<file path="config.mk">
export PLATFORM = sky130hd
export DESIGN_NAME = fwd_stall_unit
export DESIGN_NICKNAME = d
export VERILOG_FILES = /design/src/rtl/fwd_stall_unit.sv
export SDC_FILE = /design/constraint.sdc
export NUM_CORES = 1
export LEC_CHECK = 0
export BUFFER_PORTS_ARGS = -buffer_cell sky130_fd_sc_hd__buf_2
export CORE_ASPECT_RATIO = 0.7
export CORE_MARGIN = 1.5
export CORE_UTILIZATION = 40
export CTS_BUF_LIST = sky130_fd_sc_hd__clkbuf_8
export DETAILED_ROUTE_END_ITERATION = 7
export REMOVE_ABC_BUFFERS = 1
export SYNTH_ARGS = -nofsm -noshare
export SYNTH_HDL_FRONTEND = slang
export SYNTH_SLANG_ARGS = --single-unit
</file>
<file path="constraint.sdc">
create_clock -name clk -period 2.2 [get_ports clk]
set_clock_uncertainty 0.15 [all_clocks]
set_input_delay 0.22 -clock clk [delete_from_list [all_inputs] [get_ports clk]]
set_output_delay 0.22 -clock clk [all_outputs]
set_load 0.02 [all_outputs]
</file>
<file path="src/rtl/fwd_stall_unit.sv">
// fwd_stall_unit: EX..WB write shadow driving ALU forward selects and the load-use ID stall/EX bubble.
// Latency: selects and stall are combinational from registered shadow state; hold freezes everything, id_stall is the only backpressure.
module fwd_stall_unit #(
  parameter  int REG_AW     = 5,
  parameter  int NUM_STAGES = 3,
  parameter  int LOAD_READY = 2,
  parameter  int CNT_W      = 16,
  localparam int SEL_W      = $clog2(NUM_STAGES)
) (
  input  logic              clk,
  input  logic              rst,
  input  logic              id_valid,
  input  logic [REG_AW-1:0] id_rs,
  input  logic [REG_AW-1:0] id_rt,
  input  logic [REG_AW-1:0] id_rd,
  input  logic              id_regwrite,
  input  logic              id_is_load,
  input  logic              hold,
  input  logic              flush,
  output logic              id_stall,
  output logic              ex_valid,
  output logic [SEL_W-1:0]  fwd_a,
  output logic [SEL_W-1:0]  fwd_b,
  output logic [CNT_W-1:0]  stall_count
);

  typedef struct packed {
    logic              valid;
    logic [REG_AW-1:0] rd;
    logic              regwrite;
    logic              load;
  } entry_t;

  entry_t            stage_q [NUM_STAGES];
  logic [REG_AW-1:0] ex_rs_q;
  logic [REG_AW-1:0] ex_rt_q;
  logic [CNT_W-1:0]  stall_cnt_q;

  logic [NUM_STAGES-1:0] live;
  logic                  stall_a;
  logic                  stall_b;
  logic                  accept;
  entry_t                id_entry;

  function automatic int ready_stage(input logic is_load);
    return is_load ? LOAD_READY : 1;
  endfunction

  always_comb begin
    live = '0;
    for (int s = 0; s < NUM_STAGES; s++) begin
      live[s] = stage_q[s].valid && stage_q[s].regwrite && (stage_q[s].rd != '0);
    end
  end

  // Descending scan: the last match written is the youngest producer.
  // Register 0 never matches because a live producer has a nonzero rd.
  always_comb begin
    stall_a = 1'b0;
    stall_b = 1'b0;
    for (int s = NUM_STAGES - 2; s >= 0; s--) begin
      if (live[s] && (stage_q[s].rd == id_rs)) begin
        stall_a = (s + 1) < ready_stage(stage_q[s].load);
      end
      if (live[s] && (stage_q[s].rd == id_rt)) begin
        stall_b = (s + 1) < ready_stage(stage_q[s].load);
      end
    end
  end

  assign id_stall = id_valid && !flush && (stall_a || stall_b);
  assign accept   = id_valid && !flush && !id_stall;

  always_comb begin
    id_entry = '0;
    if (accept) begin
      id_entry.valid    = 1'b1;
      id_entry.rd       = id_rd;
      id_entry.regwrite = id_regwrite;
      id_entry.load     = id_is_load;
    end
  end

  always_comb begin
    fwd_a = '0;
    fwd_b = '0;
    if (stage_q[0].valid) begin
      for (int s = NUM_STAGES - 1; s >= 1; s--) begin
        if (live[s] && (stage_q[s].rd == ex_rs_q)) fwd_a = SEL_W'(s);
        if (live[s] && (stage_q[s].rd == ex_rt_q)) fwd_b = SEL_W'(s);
      end
    end
  end

  // Source operands are only ever compared in EX, so they are kept for stage 0 only.
  always_ff @(posedge clk) begin
    if (rst) begin
      for (int k = 0; k < NUM_STAGES; k++) stage_q[k] <= '0;
      ex_rs_q     <= '0;
      ex_rt_q     <= '0;
      stall_cnt_q <= '0;
    end else if (!hold) begin
      for (int k = 1; k < NUM_STAGES; k++) stage_q[k] <= stage_q[k-1];
      stage_q[0] <= id_entry;
      ex_rs_q    <= accept ? id_rs : '0;
      ex_rt_q    <= accept ? id_rt : '0;
      if (id_stall && (stall_cnt_q != '1)) stall_cnt_q <= stall_cnt_q + CNT_W'(1);
    end
  end

  assign ex_valid    = stage_q[0].valid;
  assign stall_count = stall_cnt_q;

endmodule
</file>
======== Word-level counts from Yosys, hierarchy flattened ========
Memories as Yosys holds them, arrays and structs flattened.
Cells that the tools add are included.
word-level totals
  bits in registers ....................... 26
  bits in latches ......................... 0
  memory bits (writable) .................. 24
  memory bits (read-only) ................. 0
  input port bits ......................... 22
  logic and storage cells ................. 68
  memories kept ........................... 1
memories
  name     depth  bits a word  read ports  clocked after Yosys merged registers in  write ports  RTL line  source
  stage_q  3      8            3           0                                        3            34        entry_t stage_q [NUM_STAGES];
cells by class
  $add $sub $neg .......................... 1
  multiply operators ...................... 0
  divide/modulo/power cells ............... 0
  $lt $le $gt $ge ......................... 2
  equality and inequality tests ........... 9
  shift-type cells ........................ 0
  mux-type cells .......................... 23
  bitwise logic cells ..................... 4
  reductions and logical operators ........ 25
operators with widths
  operator                                                             count
  5-bit == test                                                        8
  8-bit 2-to-1 mux                                                     4
  1-bit logical AND                                                    18
  16-bit by 1-bit adder with 16-bit output, second input constant      1
  2-bit 2-to-1 mux                                                     8
  16-bit != test, second input constant                                1
  5-bit nonzero test                                                   3
  5-bit 2-to-1 mux                                                     2
  1-bit 2-to-1 mux                                                     9
  1-bit bitwise OR                                                     3
  1-bit zero test                                                      2
  1-bit by 2-bit < comparator with 1-bit output, first input constant  1
  2-bit < comparator, first input constant                             1
  2-bit AND reduction                                                  1
  1-bit logical OR                                                     1
  1-bit NOT                                                            1

======== Depth between registers and ports, before layout ========
  depth after elaboration ................. 11
  mapped depth ............................ 8
  depth with buffers taken out ............ 6

======== Worst setup path before layout ========
No wires, ideal clock.
  kind .................................... register to output
  from .................................... mem stage_q[0][2] (netlist name)
  to ...................................... out id_stall
  arrival time ............................ 1.969 ns
  path slack .............................. -0.139 ns
  cell stages (with the launch flop) ...... 7
  cells stage by stage .................... edfxtp_1 > xor2_1 > nor3_1 > a22oi_1 > buf_4 > buf_2 > nor4_1
RTL lines
  element          RTL line  source
  start, declared  34
  end, declared    20        output logic id_stall,

==> flow_metrics.py <==
metrics = {
    "status": {
        "outcome": "finished, violations left",
        "failed_checks": "setup timing",
    },
    "worst_setup_path": {
        "r2r_cells": 6,
        "worstReg2RegStart": "stage_q[0][7]$_SDFFCE_PN0P_",
        "critical_path.endpoint": "fwd_b[1]",
        "worstSetupStartpointType": "flop",
        "critical_path.endpoint_type": "output port",
        "worstSetupStartpoint": "stage_q[0][22]$_SDFFCE_PN0P_",
        "worstReg2RegEnd": "stall_count[11]$_SDFFE_PP0P_",
        "timing.critical_path.arrival_ps": 2000,
        "worst_ep_required_time_ps": 1830,
        "crit_path_cell_trace": "buf_6 > xor2_2 > or4_1 > nor4_1 > buf_2",
        "cp_max_fo": 3,
        "worst-r2r-setup-slack_ps": 100,
        "cp_slowest_cell": "sky130_fd_sc_hd__or4_1",
        "crit_path_max_incr_delay_ps": 510,
        "critPathKind": "reg -> out",
    },
    "sta": {
        "post-route-period-util_pct": 108,
        "post-route-worst-setup-slack_ps": -168,
        "timing.final.crit_period_ps": 2370,
        "slew_violations": 0,
        "max_slew_margin_pct": 49.7,
        "final_hold_viol_count": 0,
        "finalSetupViolCount": 4,
        "fmaxAchievable_mhz": 422,
        "rsz0062_at_grt": "yes",
        "fin_setup_tns_ps": -376,
        "worst_pin_slew_ps": 753,
    },
    "cts": {
        "clkSlewWorstSetupHoldPaths_ps": 90,
        "numCtsBuffers": 5,
        "cts-root-buf": "sky130_fd_sc_hd__clkbuf_8",
        "max-clock-path-buffers": 2,
        "cts_tree": "built",
        "count_of_h_tree_levels_built_during_cts": 2,
        "worst_skew_pair.late_latency_ps": 300,
        "tritoncts_num_sinks": 48,
    },
    "logic_synthesis": {
        "synthesis.yosys.warnings": 0,
        "postSynthCellCount": 236,
        "yosysMostFrequentCell": "sky130_fd_sc_hd__dfxtp_1",
        "edff_count_synth": 22,
        "synth_top_family_by_area": "simple AND/OR/NAND/NOR gates",
        "post_synthesis_area_per_instance_um2": 10.4,
        "synth-adder-area-share_pct": 0.510,
        "post_synth_mux_area_share_pct": 1.07,
        "synth-xor-area-share_pct": 10.7,
        "fraction_of_the_mapped_netlist_area_in_simple_logic_gates_pct": 24.7,
        "post-synth-top-area-cell": "sky130_fd_sc_hd__edfxtp_1",
        "syn_area_um2": 2450,
        "ys.flop_type": "sky130_fd_sc_hd__dfxtp_1",
        "synth.yosys.seq_area_share_pct": 48.2,
        "async_reset_ff_share_pct": 0,
        "synth.ff_latch_count": 48,
        "synth_top_area_share_pct": 26.9,
        "synth_commonest_cells": "sky130_fd_sc_hd__dfxtp_1, sky130_fd_sc_hd__xor2_1, sky130_fd_sc_hd__and2_1",
        "synth.top_cells.by_area": "sky130_fd_sc_hd__edfxtp_1, sky130_fd_sc_hd__dfxtp_1, sky130_fd_sc_hd__xor2_1",
        "synthDistinctLibCells": 39,
        "synth-compound-area-share_pct": 11.8,
    },
    "grt": {
        "global_route_wire_length_before_repair_mm": 8.73,
        "grt_max_degree": 19,
        "groute.usage.overall_pct": 18.1,
        "vias_in_the_first_global_route": 1696,
        "grt_antenna_before_repair": 0,
        "global_route.overflow_total": 0,
    },
    "placed_design": {
        "hpwlAfterDp_mm": 4.30,
        "gp_congestion": 0.849,
        "port-buffer-count": 43,
        "dpl.cell_count": 362,
        "postPlaceCellArea_um2": 2840,
        "pre_cts_ws_ps": -18.9,
    },
    "power_and_ir_drop": {
        "powerDensity_nw_per_um2": 545,
        "power_frac_comb_pct": 9.9,
        "net-switching-power_w": 0.000417,
        "pwr-share-seq_pct": 58.9,
        "vdd_ir_drop_max_v": 0.000357,
        "power_w": 0.00167,
        "static-leakage-power_nw": 1.26,
        "power_report.internal_total_w": 0.00126,
        "sw_frac_of_total_pct": 24.9,
        "power.share.clock_pct": 31.1,
    },
    "route": {
        "drt-total-wl_mm": 5.81,
        "drc": 0,
        "detail_route.wl_per_cell_um": 15.3,
        "drtPass1Iterations": 4,
        "drtAntennaViolNets": 0,
        "route.vias.total": 2051,
        "via_per_inst": 5.40,
        "first_iter_violations": 146,
    },
    "cells_and_area": {
        "nets": 327,
        "area_growth_syn_to_layout_pct": 25.4,
        "post_route_cells_drive_above_1_share_pct": 30.8,
        "filler_cell_count": 543,
        "layout.cells.non_filler": 380,
        "layout.cell_area.non_filler_um2": 3070,
        "antennaDiodeCount": 0,
    },
    "floorplanning": {
        "die_w_um": 96.6,
        "initial_standard_cell_utilization_of_the_core_pct": 42.2,
        "core_um2": 5810,
        "die-height_um": 68.5,
        "row_count": 23,
        "floorplan.io_pins": 44,
        "die_area_um2": 6620,
    },
    "run": {
        "cap_viol_max_count": 0,
    },
    "worst_hold_path": {
        "timing.hold.worst.class": "in -> reg",
    },
}
## worst min path at each step
stage	startpoint	end	slack, ps	cells after the start
floorplan	rst	stall_count[0]$_SDFFE_PP0P_	140	1
global placement	id_rs[4]	ex_rs_q[4]$_SDFFE_PP0N_	320	2
detailed placement	id_rs[2]	ex_rs_q[2]$_SDFFE_PP0N_	320	2
CTS	id_rs[2]	ex_rs_q[2]$_SDFFE_PP0N_	0.9	2
global route	id_rs[1]	ex_rs_q[1]$_SDFFE_PP0N_	5	2
finish	id_rs[4]	ex_rs_q[4]$_SDFFE_PP0N_	8	2
## area by class of cell
cell class | count | area, µm² | share of cell area, %
Multi-Input combinational cell | 175 | 1260 | 40.9
Tap cell | 75 | 93.8 | 3.05
Timing Repair Buffer | 71 | 444 | 14.4
Clock inverter | 3 | 18.8 | 0.611
Inverter | 3 | 11.3 | 0.366
Sequential cell | 48 | 1180 | 38.4
Clock buffer | 5 | 68.8 | 2.24
## through the flow
stage                     utilization, %  hold WS [ps]
after floorplan                        -           139
after global placement              48.9           315
after detailed placement            48.9           318
after CTS                           50.4         0.894
after global routing                52.9          5.05
final                               52.9          8.28
## power by group through the flow
stage,logic (W),clock network [W],registers [W]
6_report,0.000167,0.000521,0.000986
3_3_place_gp,0.000146,0,0.00101
2_1_floorplan,0.0000731,0,0.00100
3_5_place_dp,0.000147,0,0.00101
5_1_grt,0.000183,0.000560,0.000990
4_1_cts,0.000148,0.000534,0.000986
## kinds of logic (layout without fill, tap and decap cells)
kind of cell             count (synthesis)  in the layout
AO/OA/AOI/OAI                           43             43
buffers and inverters                   14             82
AND/OR/NAND/NOR                         98             99
multiplexers                             2              2
XOR/XNOR                                30             30
flip-flops                              48             48
adder cells (fa/ha/maj)                  1              1
## repair_timing
item / 4_1_cts / 5_1_grt
gates resized for setup: 1 / 14
setup endpoints to repair: 12 / 22
buffers inserted: 0 / 9
pin swaps: 1 / 17
gates cloned: 0 / 1
hold buffers: 0 / 0
## routing by layer
metal | wire [µm] | track usage [%] | up-vias | share of wire (%)
met3 | 190 | 2.63 | 4 | 3.3
met1 | 3040 | 27.4 | 986 | 52
li1 | - | - | 1015 | -
met2 | 2510 | 25.6 | 46 | 43
met4 | 73 | 7.07 | 0 | 1.3
met5 | 0 | 0 | - | 0
## cell usage in the layout, fill, tap and decap left out, types with 7 or more instances in the layout
cell type | Yosys | final
sky130_fd_sc_hd__edfxtp_1 | 22 | 22
sky130_fd_sc_hd__nor2_1 | 9 | 9
sky130_fd_sc_hd__dfxtp_1 | 26 | 26
sky130_fd_sc_hd__and2_1 | 23 | 23
sky130_fd_sc_hd__buf_4 | 1 | 28
sky130_fd_sc_hd__o31ai_1 | 8 | 8
sky130_fd_sc_hd__xor2_1 | 24 | 23
sky130_fd_sc_hd__nand4_1 | 8 | 8
sky130_fd_sc_hd__a21oi_1 | 14 | 14
sky130_fd_sc_hd__nand3_1 | 7 | 7
sky130_fd_sc_hd__a22o_1 | 10 | 10
sky130_fd_sc_hd__or4_1 | 14 | 14
sky130_fd_sc_hd__buf_2 | 5 | 40
## flip-flops by register name, summed over array words and instances, names as in the netlist
signal,flops
stage_q,22
stall_count,16
ex_rs_q,5
ex_rt_q,5
## worst max-delay path: cells and delay by family (launching register included)
kind / cells / cell delay, ps
DFF: 1 / 440
and+or+nand+nor: 2 / 770
xor gates and xnor gates: 1 / 130
buffers and inverters: 2 / 350
Power figures use the tool's default switching activity.
